<file path="src/rtl/extend.sv">
// RV32 immediate extender: decodes the I/S/B/J immediate fields of an
// instruction word and presents the sign-extended result one cycle later.
module extend (
    input  logic        clk,
    input  logic        rst_n,
    input  logic [31:0] In,
    input  logic [1:0]  ImmSrc,
    input  logic        in_valid,
    output logic [31:0] Imm_Ext,
    output logic        out_valid
);

    localparam logic [1:0] IMM_I = 2'b00;
    localparam logic [1:0] IMM_S = 2'b01;
    localparam logic [1:0] IMM_B = 2'b10;

    // Every encoding is meaningful, so the J-type layout doubles as the default arm.
    function automatic logic [31:0] decode_imm(input logic [31:0] instr, input logic [1:0] sel);
        logic [31:0] imm;
        case (sel)
            IMM_I:   imm = {{20{instr[31]}}, instr[31:20]};
            IMM_S:   imm = {{20{instr[31]}}, instr[31:25], instr[11:7]};
            IMM_B:   imm = {{19{instr[31]}}, instr[31], instr[7], instr[30:25], instr[11:8], 1'b0};
            default: imm = {{11{instr[31]}}, instr[31], instr[19:12], instr[20], instr[30:21], 1'b0};
        endcase
        return imm;
    endfunction

    logic [31:0] imm_s;

    // Combinational decode of the current instruction word.
    always_comb begin
        imm_s = decode_imm(In, ImmSrc);
    end

    // Result register: loads only on valid input, otherwise holds.
    always_ff @(posedge clk or negedge rst_n) begin
        if (!rst_n) begin
            Imm_Ext <= 32'h0000_0000;
        end else if (in_valid) begin
            Imm_Ext <= imm_s;
        end else begin
            Imm_Ext <= Imm_Ext;
        end
    end

    // Valid flag tracks the input qualifier with one cycle of delay.
    always_ff @(posedge clk or negedge rst_n) begin
        if (!rst_n) begin
            out_valid <= 1'b0;
        end else begin
            out_valid <= in_valid;
        end
    end

endmodule

</file>
<file path="config.mk">
export PLATFORM = sky130hd
export DESIGN_NAME = extend
export DESIGN_NICKNAME = d
export VERILOG_FILES = /design/src/rtl/extend.sv
export SDC_FILE = /design/constraint.sdc
export NUM_CORES = 1
export LEC_CHECK = 0
export ABC_CLOCK_PERIOD_IN_PS = 1100
export BUFFER_PORTS_ARGS = -buffer_cell sky130_fd_sc_hd__buf_2
export CORE_MARGIN = 1.5
export CORE_UTILIZATION = 40
export DETAILED_ROUTE_END_ITERATION = 8
export GPL_TIMING_DRIVEN = 0
export HOLD_SLACK_MARGIN = 0.02
export MAX_ROUTING_LAYER = met4
export PLACE_DENSITY = 0.78
export SETUP_SLACK_MARGIN = 0.2
export SLEW_MARGIN = 20
export SYNTH_ARGS = -nofsm -noshare
export SYNTH_HDL_FRONTEND = slang
export SYNTH_SLANG_ARGS = --single-unit
export TNS_END_PERCENT = 20
</file>
<file path="constraint.sdc">
create_clock -name clk -period 1.1 [get_ports clk]
set_input_delay 0 -clock clk [delete_from_list [all_inputs] [get_ports clk]]
set_output_delay 0 -clock clk [all_outputs]
set_load 0.03 [all_outputs]
</file>
==> out/results.ini, run 1 <==
[synthesis]
avgSynthCellArea_um2 = 11.2
synth_cell_types = 11
synth_compound_area_share_pct = 12.4
synthesis.area_um2 = 1020
ys.warnings.count = 0
synth_area_leaders = dfrtp_1 54%, mux2_2 9.9%, buf_4 8.8%
yosys.area_share.adder_pct = 0
syn-instance-count = 91
synth_top_area_share_pct = 53.9
syn_nets = 128
yosysTopAreaCell = dfrtp_1
synthSimpleGateAreaFrac_pct = 5.15
muxShareOfSynthArea_pct = 15.8
synth_seq_cells = 22
yosysSeqAreaShare_pct = 53.9
synth_top_family_by_area = multiplexers
synth-xor-area-share_pct = 1.59

[die]
die_area_um2 = 2860
coreArea_um2 = 2450
io-pin-count = 70
die_h_um = 53.5
core.rowCount = 18
die_w_um = 53.5
initial_utilization_pct = 41.6

[worst_setup_path]
worstPathMaxFanout = 7
worstPathRequired_ps = 1100
end_kind = output port
worstPathArrival_ps = 1130
path_class = flip-flop to output port
crit_path_start_kind = flip-flop

[placement]
post-place-ws_ps = 94.0
placed_area_um2 = 1370
dp.cells = 183
place.gp.congestion = 0.746
io_buffers = 62
place_hpwl_um = 1860

[power_and_ir_drop]
power_mw = 2.57
cellPowerDensity_nw_per_um2 = 1340
p_leak_nw = 0.925
peakVddDrop_mv = 1.20

[timing]
skew_ps = 0
clock.fmax_ghz = 0.885
fin_crit_ps = 1130
finalHoldViolCount = 0
hold_slack_ps = 50.4
max-slew-margin-rel_pct = 66.8
tightestPinTransition_ps = 497
setup_ws_ps = -30.3
finalSetupViolCount = 11
setup-tns-final_ps = -215
min_period_over_period_pct = 103
maxSlewViolCount = 0
rsz0062_at_grt = yes

[drt]
vias = 1067
drcViolationCount = 0
via_per_inst = 5.01
drt-initial-drc-count = 6
wl_um = 3240
ant_nets = 0
drt_pass1_iterations = 4
routedWlPerCell_um = 15.2

[run]
cap_violations = 0

[finish]
drive_gt1_share_pct = 52.5
layout.cells.non_filler = 213
final_util_pct = 77.8
n_fill_cell = 160
num-nets-final = 221
ff_latch_area_um2 = 552
areaGrowthSynthToFinish_pct = 87.0
final_cell_area_um2 = 1910
antennaDiodeCount = 0
final_cell_mix = 41 x buf_6, 35 x buf_2, 24 x dlygate4sd3_1
layout_commonest_cell = buf_6
multi_input_comb_area_um2 = 357

[cts]
cts-root-buf = clkbuf_4
insertion_delay_ps = 300
clock_path_buffers = 2
cts_tree = yes
cts.sinks = 22
cts_buffers = 3
clk_pin_slew_ps = 130
h-tree-depth = 1

[global_routing]
grt_usage_pct = 23.8
grt_pass1_vias = 1030
grt_pass1_wl_um = 4650
grt_max_degree = 23
gr-total-overflow = 0
grt_antenna_before_repair = 0

[worst_hold_path]
hp-class = input port to flip-flop

[status]
outcome = complete, but fails checks
violations = negative setup slack

==> layout make-up <==
type / count / share of cell area, %
plain buffers: 17 / 8.13
multi-input cells: 52 / 18.7
flip-flops and latches: 22 / 28.9
clock buffers: 3 / 1.18
clock inverters: 1 / 1.57
well taps: 30 / 1.97
repair buffers: 88 / 39.6
==> worst paths after layout <==
| path | startpoint | endpoint | slack (ps) | cells after the start |
|---|---|---|---|---|
| setup / recovery | Imm_Ext[20] | Imm_Ext[21] | -30 | 3 |
| hold / removal | In[16] | Imm_Ext[16] | 50 | 3 |
| setup reg to reg | Imm_Ext[20] | Imm_Ext[20] | 160 | 2 |
| hold reg to reg | Imm_Ext[10] | Imm_Ext[10] | 530 | 1 |
| max in group asynchronous | rst_n | Imm_Ext[20] | 540 | 2 |
| min in group asynchronous | rst_n | Imm_Ext[12] | 190 | 2 |
==> synth_stat cells <==
cell,n
dfrtp_1,22
nor2_1,14
a21oi_1,13
buf_4,12
mux2_2,9
a31oi_1,8
mux2i_1,6
buf_2,4
a21boi_2,1
clkbuf_1,1
xnor2_2,1
==> cell families after synthesis <==
kind of cell,Yosys count
AO/OA/AOI/OAI,22
XOR/XNOR,1
buffers and inverters,17
flip-flops,22
multiplexers,15
AND/OR/NAND/NOR,14
==> report_power, final <==
| part | internal, mW | switching (mW) |
|---|---|---|
| clock network | 0.368 | 0.246 |
| registers | 0.895 | 0.0637 |
| logic | 0.491 | 0.503 |
==> critical path: stages (launching register included) <==
cell	delay [ps]
dfrtp_2	440
buf_6	150
buf_6	110
buf_6	130
==> state kept, by name (all words and copies together), names as in the netlist <==
name,count
Imm_Ext,21
out_valid,1
==> routing by layer <==
metal / vias to the layer above / GRT usage (%) / part of all wire [%]
li1: 487 / - / -
met1: 504 / 27.2 / 37
met2: 66 / 40.9 / 55
met3: 10 / 4.52 / 6.6
met4: 0 / 8.97 / 1.9
met5: - / - / 0
==> repair_timing <==
item / in CTS / in global routing
hold buffers: 22 / 2
resized for setup: 39 / 53
setup endpoints to repair: 14 / 33
endpoints found under the hold margin: 39 / 2
setup buffers: 2 / 0
Note: power is estimated with default switching activity, not from simulation.
==> run 2: changes to the inputs <==
--- a/config.mk
+++ b/config.mk
@@ -5,10 +5,11 @@
 export SDC_FILE = /design/constraint.sdc
 export NUM_CORES = 1
 export LEC_CHECK = 0
+export ABC_AREA = 1
 export ABC_CLOCK_PERIOD_IN_PS = 1100
 export BUFFER_PORTS_ARGS = -buffer_cell sky130_fd_sc_hd__buf_2
 export CORE_MARGIN = 1.5
-export CORE_UTILIZATION = 40
+export CORE_UTILIZATION = 41
 export DETAILED_ROUTE_END_ITERATION = 8
 export GPL_TIMING_DRIVEN = 0
 export HOLD_SLACK_MARGIN = 0.02
==> run 2 against run 1 <==
The run still ends with negative setup slack left; cell count grew 20%; largest cell class unchanged; fmax shrank 0.90%; synthesized cell count increased by 46%; die area increased by 3.9%; hold slack worse by 33 ps; count of clock-buffer cells in the layout unchanged; global-route usage fell by 0.19 points; cell area up 4.5%; register-to-register slack better by 50 ps.
==> out/results.ini, run 2 <==
[placement]
dp.cells = 225  ; +23%
post-place-ws_ps = 314  ; +220 ps
io_buffers = 62  ; unchanged
placed_area_um2 = 1440  ; +5.0%
place.gp.congestion = 0.766  ; +2.6%
place_hpwl_um = 1930  ; +4.0%

[finish]
layout.cells.non_filler = 256  ; +20%
final_cell_area_um2 = 1990  ; +4.5%
layout_commonest_cell = buf_6
n_fill_cell = 158  ; -1.3%
antennaDiodeCount = 0  ; unchanged
drive_gt1_share_pct = 41.2  ; -11 points
num-nets-final = 264  ; +19%
multi_input_comb_area_um2 = 379  ; +6.3%
largest_reg_flops = 21  ; unchanged
largestRegisters = Imm_Ext (21), out_valid (1)
final_cell_mix = 42 x buf_6, 37 x nand2_1, 34 x buf_2
areaGrowthSynthToFinish_pct = 83.0
top_register = Imm_Ext
final_util_pct = 79.8  ; +2.0 points
ff_latch_area_um2 = 552  ; unchanged

[die]
coreArea_um2 = 2500  ; +1.8%
die_h_um = 54.6  ; +1.9%
die_w_um = 54.6  ; +1.9%
die_area_um2 = 2980  ; +3.9%
core.rowCount = 18  ; unchanged
io-pin-count = 70  ; unchanged
initial_utilization_pct = 43.6  ; +2.0 points

[global_routing]
grt_antenna_before_repair = 0  ; unchanged
grt_max_degree = 23  ; unchanged
grt_pass1_vias = 1116  ; +8.3%
grt_pass1_wl_um = 4840  ; +4.2%
grt_usage_pct = 23.6  ; -0.19 points
gr-total-overflow = 0  ; unchanged

[synthesis]
ys.flop_type = dfrtp_1
yosys.area_share.adder_pct = 0  ; unchanged
syn_nets = 170  ; +33%
async_flop_share_pct = 100  ; unchanged
synth_common_cells = 38 x nand2_1, 22 x dfrtp_1, 18 x nand3_1
synthesis.area_um2 = 1090  ; +6.7%
synth_seq_cells = 22  ; unchanged
synth-xor-area-share_pct = 0  ; -1.6 points
synth_area_leaders = dfrtp_1 51%, nand2_1 13%, buf_4 9.0%
avgSynthCellArea_um2 = 8.19  ; -27%
synth.most_common_cell = nand2_1
synthSimpleGateAreaFrac_pct = 28.7  ; +24 points
synth_top_family_by_area = simple AND/OR/NAND/NOR gates
yosysSeqAreaShare_pct = 50.5  ; -3.4 points
synth_cell_types = 12  ; +1
muxShareOfSynthArea_pct = 0  ; -16 points
syn-instance-count = 133  ; +46%
synth-edff-count = 0  ; unchanged
ys.warnings.count = 0  ; unchanged
synth_compound_area_share_pct = 5.86  ; -6.5 points
yosysTopAreaCell = dfrtp_1
synth_top_area_share_pct = 50.5  ; -3.4 points

[worst_setup_path]
crit_path_start_kind = flip-flop
end_kind = output port
path_class = flip-flop to output port
rr_worst_depth = 4  ; +2
worstPathMaxFanout = 7  ; unchanged
worstPathArrival_ps = 1140  ; about the same
worstPathRequired_ps = 1100  ; about the same

[cts]
clk_pin_slew_ps = 130  ; about the same
insertion_delay_ps = 310  ; about the same
h-tree-depth = 1  ; unchanged
cts.sinks = 22  ; unchanged
cts_buffers = 3  ; unchanged
clock_path_buffers = 2  ; unchanged
cts_tree = yes
cts-root-buf = clkbuf_4

[power_and_ir_drop]
cellPowerDensity_nw_per_um2 = 1270  ; -5.3%
p_leak_nw = 1.06  ; +15%
peakVddDrop_mv = 1.06  ; -12%

[timing]
max-slew-margin-rel_pct = 68.1  ; +1.2 points
clock.fmax_ghz = 0.877  ; -0.90%
hold_slack_ps = 17.8  ; -32.6 ps
fin_crit_ps = 1140  ; +10.3 ps
rsz0062_at_grt = yes
skew_ps = 0  ; unchanged
min_period_over_period_pct = 104  ; +0.94 points
maxSlewViolCount = 0  ; unchanged
tightestPinTransition_ps = 479  ; -18.6 ps
setup_ws_ps = -40.6  ; -10.3 ps
finalHoldViolCount = 0  ; unchanged
finalSetupViolCount = 11  ; unchanged

[status]
violations = negative setup slack
outcome = complete, but fails checks

[run]
cap_violations = 0  ; unchanged

[drt]
drt_pass1_iterations = 4  ; unchanged
ant_nets = 0  ; unchanged
drcViolationCount = 0  ; unchanged
routedWlPerCell_um = 13.9  ; -8.3%
drt-initial-drc-count = 30  ; +24
wl_um = 3570  ; +10%
via_per_inst = 4.93  ; -1.6%
vias = 1262  ; +18%

[worst_hold_path]
hp-class = input port to flip-flop
whs_path_depth = 5  ; +2

run 2: cell count changes in the layout (fill, tap and decap cells not counted), sizes merged, moves of 2 or more:
cell   previous run  this run
buf              80        82
nand3             0        18
a21oi            13         0
inv               0        12
mux2              9         0
o21ai             0         2
nor2             14        12
mux2i             6         0
nand2             0        42
run 2: logic make-up after synthesis:
group	count (synthesis)
DFF	22
and+or+nand+nor	72
AOI/OAI and AO/OA	10
buffers and inverters	29
run 2: critical path, stage by stage, from the launching register on:
cell	delay (ps)
dfrtp_2	440
buf_6	140
buf_6	110
buf_6	120
run 2: power by group:
group	internal (mW)	leakage (nW)	switching, mW
combinational	0.450	0.778	0.497
sequential	0.890	0.258	0.0653
clock	0.369	0.0279	0.266
total	1.71	1.06	0.829
run 2: area by class of cell:
class / count / share of cell area (%)
clock buffers: 3 / 1.13
repair buffers: 89 / 38.8
well taps: 30 / 1.88
plain buffers: 17 / 7.72
flip-flops and latches: 22 / 27.7
clock inverters: 1 / 1.51
multi-input cells: 82 / 19.0
inverters: 12 / 2.26
run 2: per-layer routing:
| layer | GRT usage, % | wire, um | vias to the layer above |
|---|---|---|---|
| li1 | - | - | 599 |
| met1 | 25.2 | 1320 | 599 |
| met2 | 45.2 | 2040 | 56 |
| met3 | 3.28 | 165 | 8 |
| met4 | 5.83 | 35 | 0 |
| met5 | - | 0 | - |
run 2: path summary, 6_finish.rpt:
kind	end	slack (ps)	start
worst max register to register	Imm_Ext[20]	210	Imm_Ext[20]
worst min-delay path	Imm_Ext[3]	20	In[23]
worst min register to register	Imm_Ext[6]	510	Imm_Ext[6]
min in group asynchronous	out_valid	170	rst_n
max in group asynchronous	Imm_Ext[20]	580	rst_n
worst max-delay path	Imm_Ext[26]	-40	Imm_Ext[20]
run 2: per-stage QoR:
step	total power, mW	setup TNS, ps
2_1_floorplan	1.40	0
3_3_place_gp	1.61	0
3_5_place_dp	1.62	0
4_1_cts	2.41	-286
5_1_grt	2.64	-855
6_report	2.54	-405
run 2: what timing repair did:
item                                    4_1_cts  5_1_grt
hold endpoints to repair                     43        0
pin swaps                                     0        2
gates resized for setup                      36       58
endpoints found under the setup margin       15       42
buffers inserted                              3        0
hold buffers                                 24        0
